## config.mk

```make
export PLATFORM = sky130hd
export DESIGN_NAME = sw_debounce
export DESIGN_NICKNAME = d
export VERILOG_FILES = /design/src/rtl/sw_debounce.sv
export SDC_FILE = /design/constraint.sdc
export NUM_CORES = 1
export LEC_CHECK = 0
export ABC_AREA = 1
export BUFFER_PORTS_ARGS = -buffer_cell sky130_fd_sc_hd__clkbuf_2
export CAP_MARGIN = 20
export CORE_MARGIN = 5
export CORE_UTILIZATION = 50
export DETAILED_ROUTE_END_ITERATION = 8
export PLACE_DENSITY = 0.66
export SLEW_MARGIN = 10
export SYNTH_ARGS = -nofsm -noshare
export SYNTH_HDL_FRONTEND = slang
export SYNTH_SLANG_ARGS = --single-unit
```

## constraint.sdc

```tcl
create_clock -name clk -period 4.2 [get_ports clk]
set_input_delay 0.21 -clock clk [delete_from_list [all_inputs] [get_ports clk]]
set_output_delay 0.21 -clock clk [all_outputs]
set_load 0.01 [all_outputs]
```

## src/rtl/sw_debounce.sv

```systemverilog
// Slide-switch conditioner: two-flop synchroniser, per-bit debounce counter and
// a registered one-cycle change strobe carrying the mask of bits that updated.
module sw_debounce #(
  parameter int unsigned WIDTH   = 3,
  parameter int unsigned CNT_MAX = 1000000
) (
  input  logic             clk,
  input  logic             rst,
  input  logic [WIDTH-1:0] sw_raw,
  output logic [WIDTH-1:0] sw_clean,
  output logic             sw_changed,
  output logic [WIDTH-1:0] change_mask
);

  localparam int unsigned   CW       = (CNT_MAX < 2) ? 1 : $clog2(CNT_MAX + 1);
  localparam logic [CW-1:0] CNT_LAST = CW'(CNT_MAX - 1);

  logic [WIDTH-1:0] sync1;
  logic [WIDTH-1:0] sync2;
  logic [CW-1:0]    cnt [WIDTH];
  logic [WIDTH-1:0] mismatch_c;
  logic [WIDTH-1:0] accept_c;

  // Two-flop synchroniser for the asynchronous switch pins.
  always_ff @(posedge clk or posedge rst) begin
    if (rst) begin
      sync1 <= '0;
      sync2 <= '0;
    end else begin
      sync1 <= sw_raw;
      sync2 <= sync1;
    end
  end

  // A bit accepts its new level on the edge its mismatch run reaches CNT_MAX.
  always_comb begin
    mismatch_c = sync2 ^ sw_clean;
    accept_c   = '0;
    for (int i = 0; i < int'(WIDTH); i++) begin
      accept_c[i] = mismatch_c[i] && (cnt[i] == CNT_LAST);
    end
  end

  // Per-bit stability counters; any agreement or an accept restarts the count.
  always_ff @(posedge clk or posedge rst) begin
    if (rst) begin
      for (int i = 0; i < int'(WIDTH); i++) begin
        cnt[i] <= '0;
      end
    end else begin
      for (int i = 0; i < int'(WIDTH); i++) begin
        if (!mismatch_c[i] || accept_c[i]) begin
          cnt[i] <= '0;
        end else begin
          cnt[i] <= cnt[i] + CW'(1);
        end
      end
    end
  end

  // Clean levels and the strobe/mask all update on the accepting edge.
  always_ff @(posedge clk or posedge rst) begin
    if (rst) begin
      sw_clean    <= '0;
      sw_changed  <= 1'b0;
      change_mask <= '0;
    end else begin
      sw_clean    <= sw_clean ^ accept_c;
      sw_changed  <= |accept_c;
      change_mask <= accept_c;
    end
  end

endmodule
```

# Word level (Yosys, flattened, before mapping)
# Cells that the tools add are included.
dict set report totals {
  n_memories 0
  out_inout_bits 7
  mem_bits_rw 0
  reg_bits 73
  word_cells 29
  mem_bits_ro 0
  in_bits 5
  latch_bits 0
}
dict set report classes {
  div 0
  shifts 0
  n_reduce_logical 10
  magnitude_cmp 0
  n_mul 0
  muxes 3
  n_bitwise 2
  n_addsub 3
  eq_ne 3
}
# op count
set ops {}
lappend ops {{adder 20 x 1 -> 20 bit, second input constant} 3}
lappend ops {{equality test 20 bit, second input constant} 3}
lappend ops {{2-to-1 mux 20 bit} 3}
lappend ops {{bitwise XOR 3 bit} 2}
lappend ops {{logical AND 1 bit} 3}
lappend ops {{zero test 1 bit} 3}
lappend ops {{logical OR 1 bit} 3}
lappend ops {{OR reduction 3 bit} 1}

# Longest topological paths before layout
dict set report logic_depth {
  depth_word 4
  depth_mapped 9
  mapped_depth_nobuf 9
}

# Least setup slack after synthesis
# No wires, ideal clock.
dict set report synth_timing {
  path_kind {register -> register}
  from {register cnt[0] (netlist name)}
  to {register cnt[16] (netlist name)}
  stages_incl_launch_ff 8
  n_path_buf 1
  t_required_ns 4.084
  setup_time_ns 0.116
  period_less_slack_ns 1.371
  setup_slack_ns 2.829
  arrival_ns 1.255
  cell_sequence {dfrtp_1 ha_1 nand3_2 nor2_4 nand3_2 nand2_4 buf_6 nor2_1}
}
dict set report synth_via {
  elab_chain_cells 4
  word_cells_on_any_way 5
  cone_classes {add/sub: 1; eq/ne: 1; mux: 1; reduce/logical: 2}
}
# element line_no
set synth_rtl {}
lappend synth_rtl {{from (decl)} 20} ;# logic [CW-1:0] cnt [WIDTH];
lappend synth_rtl {{from (signal, indexed assignment)} 55} ;# cnt[i] <= cnt[i] + CW'(1);
lappend synth_rtl {{parallel branches: the longest is 3 deep, another holds adder 20 x 1 -> 20 bit} --}
lappend synth_rtl {{2-to-1 mux 20 bit *} 52} ;# if (!mismatch_c[i] || accept_c[i]) begin
# Every way passes the cells marked *.

# Final worst setup path
dict set report layout_timing {
  from {register cnt[0] (netlist name)}
  to {register cnt[5] (netlist name)}
}
# The elaborated chain is that of the path after synthesis.

==> impl_metrics.csv <==
group,metric,value,unit
floorplanning,start_util,0.508,
sta,min_period,1.53,ns
logic_synthesis,avgSynthCellArea,7.74,um^2
flow_run,cap_violations,0,
pwr,power_leakage,0.00191,uW
global_route,grt_pass1_wl,13200,um
worst_setup_path,critical_path.startpoint_type,"flop",
finish,drive_gt1_frac,0.0987,
worst_setup_path,reg2reg_depth,6,
floorplanning,num_rows,32,
pwr,p_per_area,297,nW/um^2
floorplanning,dieArea,9590,um^2
sta,setup_viol,0,
global_route,antenna_found_initial,0,
global_route,grt-ovfl-total,0,
logic_synthesis,synthesis.area,3860,um^2
status,status,"finished clean",
logic_synthesis,ys_ff_latch,73,
floorplanning,pin_count,12,
logic_synthesis,synth_top_cells_by_count,"nor2_1, nand2_1, dfrtp_1",
routing,drc,0,
sta,rsz0062_at_grt,"no",
logic_synthesis,yosysSeqAreaShare,0.473,
clocking,root_buffer,"clkbuf_8",
sta,fmax,655,MHz
logic_synthesis,synth_nets,507,
finish,diodes,0,
sta,slew-limit-headroom,0.698,
place,placed_cell_area,4020,um^2
logic_synthesis,synth_top_cell_by_area,"dfrtp_1",
logic_synthesis,synth_edf_count,0,
finish,post-route-util,0.559,
worst_setup_path,worstPathRequired,4.42,ns
clocking,clk_pin_slew,0.07,ns
routing,initialDrtViolationCount,121,
worst_setup_path,crit_arrival,1.75,ns
sta,whs,0.337,ns
logic_synthesis,yosys_warnings,0,
floorplanning,core-area,7610,um^2
logic_synthesis,synthTopCellsByArea,"dfrtp_1, nor2_1, nand2_1",
sta,worstMarginPinSlew,0.452,ns
routing,post_drt_wl_per_cell,11.6,um
clocking,cts_tree,"built",
global_route,grt_pass1_vias,2938,
routing,postRouteAntennaNets,0,
floorplanning,die_y,97.9,um
sta,setup_tns,0,ns
pwr,ir_drop,0.230,mV
finish,fillerInstances,744,
floorplanning,die_w,97.9,um
finish,nNetsFinal,532,
worst_hold_path,hp-class,"primary input to asynchronous set/reset pin",
clocking,cts.sinks,73,
logic_synthesis,postSynthCellCount,499,
sta,hold_viol,0,
place,dpl.hpwl,5270,um
global_route,grt_max_degree,47,
worst_setup_path,worst_setup_path_end_kind,"flop",
routing,routed_wirelength,7310,um
logic_synthesis,yosys.area.top_type_share,0.473,
clocking,cts_setup_buffers,0,
routing,firstDrtPassIters,4,
clocking,cts-buffers-inserted,9,
logic_synthesis,synth.most_common_cell,"nor2_1",
logic_synthesis,yosys_most_used_dff,"dfrtp_1",
worst_setup_path,cp_max_fo,18,
clocking,clock_latency,0.35,ns
logic_synthesis,synth.distinct_cells,21,
sta,clock_skew,0.0135,ns
worst_setup_path,r2r_start,"cnt[0]$_DFF_PP0_",
clocking,cts.path.max_buffers,2,
routing,viasPerCell,4.83,
sta,period_share,0.364,
sta,slew_violations,0,
finish,syn_to_final_growth,9.97,%
logic_synthesis,synth-async-reset-ratio,1.00,
routing,routed-via-count,3035,
global_route,grt_use_total,0.167,
worst_setup_path,r2r-end,"cnt[5]$_DFF_PP0_",
worst_setup_path,setup.worst_path.class,"flop to flop",
clocking,htree_levels,3,
place,io_buffers,11,
place,gp_congestion,0.876,
worst_setup_path,r2r_slack,2.67,ns
finish,design_area,4250,um^2
## layout by cell type (no fill, tap or decap)
| cell | count |
|---|---|
| nand2_1 | 120 |
| nand4_1 | 12 |
| a21oi_1 | 3 |
| dlygate4sd3_1 | 4 |
| o21bai_1 | 2 |
| xnor2_1 | 17 |
| clkinvlp_4 | 1 |
| nor2_2 | 7 |
| xor2_1 | 20 |
| nand2_4 | 3 |
| o22ai_1 | 1 |
| nand3_2 | 4 |
| o21ai_0 | 4 |
| nor2_4 | 5 |
| ha_1 | 3 |
| nand2_2 | 4 |
| nor3_1 | 4 |
| clkbuf_8 | 11 |
| dfrtp_1 | 73 |
| nand3_1 | 30 |
| inv_1 | 53 |
| nor2_1 | 129 |
| buf_12 | 1 |
| inv_2 | 2 |
| clkinv_2 | 2 |
| buf_4 | 1 |
| clkbuf_2 | 11 |
## final cells by class
cell class,count,area [um^2],area share
sequential,73,1830,0.430
multi-input combinational,368,1800,0.423
timing repair buffer,17,123,0.0289
inverter,55,206,0.0486
clock buffer,11,151,0.0356
clock inverter,3,17.5,0.00412
tap,102,128,0.0300
## state kept, by name, indices dropped and copies added (netlist names), named ones only
signal	cells
change_mask	3
cnt	60
sw_changed	1
sync1	3
sync2	3
## per-layer routing
layer,vias up,track usage,wire length [um]
met2,37,0.268,3350
met4,0,0.0543,117
met5,-,0,0
met1,1404,0.225,3630
met3,12,0.0371,212
li1,1582,-,-
## worst max path at each step
stage                                start                          to  slack [ns]  cells past startpoint
after floorplan                        rst  asynchronous set/reset pin        2.14                      1
after global placement    cnt[0]$_DFF_PP0_           cnt[10]$_DFF_PP0_        2.70                      6
after detailed placement  cnt[0]$_DFF_PP0_            cnt[5]$_DFF_PP0_        2.69                      6
after CTS                 cnt[0]$_DFF_PP0_            cnt[5]$_DFF_PP0_        2.67                      6
after global routing      cnt[0]$_DFF_PP0_           cnt[18]$_DFF_PP0_        2.55                      8
final                     cnt[0]$_DFF_PP0_            cnt[5]$_DFF_PP0_        2.67                      6
## metrics by stage
stage | std cells | setup slack [ns] | total power [uW]
after floorplan | 499 | 2.14 | 769
after global placement | 610 | 2.70 | 778
after detailed placement | 610 | 2.69 | 779
after CTS | 627 | 2.67 | 1280
after global routing | 629 | 2.55 | 1320
final | 629 | 2.67 | 1260
## cell families after synthesis
group | Yosys count | share of synthesized area
and+or+nand+nor | 318 | 0.357
DFF | 73 | 0.473
buffers and inverters | 58 | 0.0622
xor gates and xnor gates | 37 | 0.0839
AOI/OAI and AO/OA | 10 | 0.0146
adders and majority gates | 3 | 0.00972
## worst max-delay path, cell delays in order (launching register included)
cell	delay [ns]
dfrtp_1	0.42
ha_1	0.24
nand3_2	0.13
nor2_4	0.15
nand3_2	0.16
nand2_4	0.22
nor2_1	0.08
## what timing repair did
item                       4_1_cts  5_1_grt
setup endpoints to repair        0        0
hold buffers                     3        1
resized for setup                0        0
hold endpoints to repair         3       11
## where the power goes
part	internal (uW)	leakage, uW	total (uW)	switching, uW
combinational	15.6	0.000822	47.8	32.2
sequential	712	0.000999	721	8.73
clock	238	0.0000871	493	255
total	966	0.00191	1260	296
No activity file was read; power rests on OpenSTA's default activity.
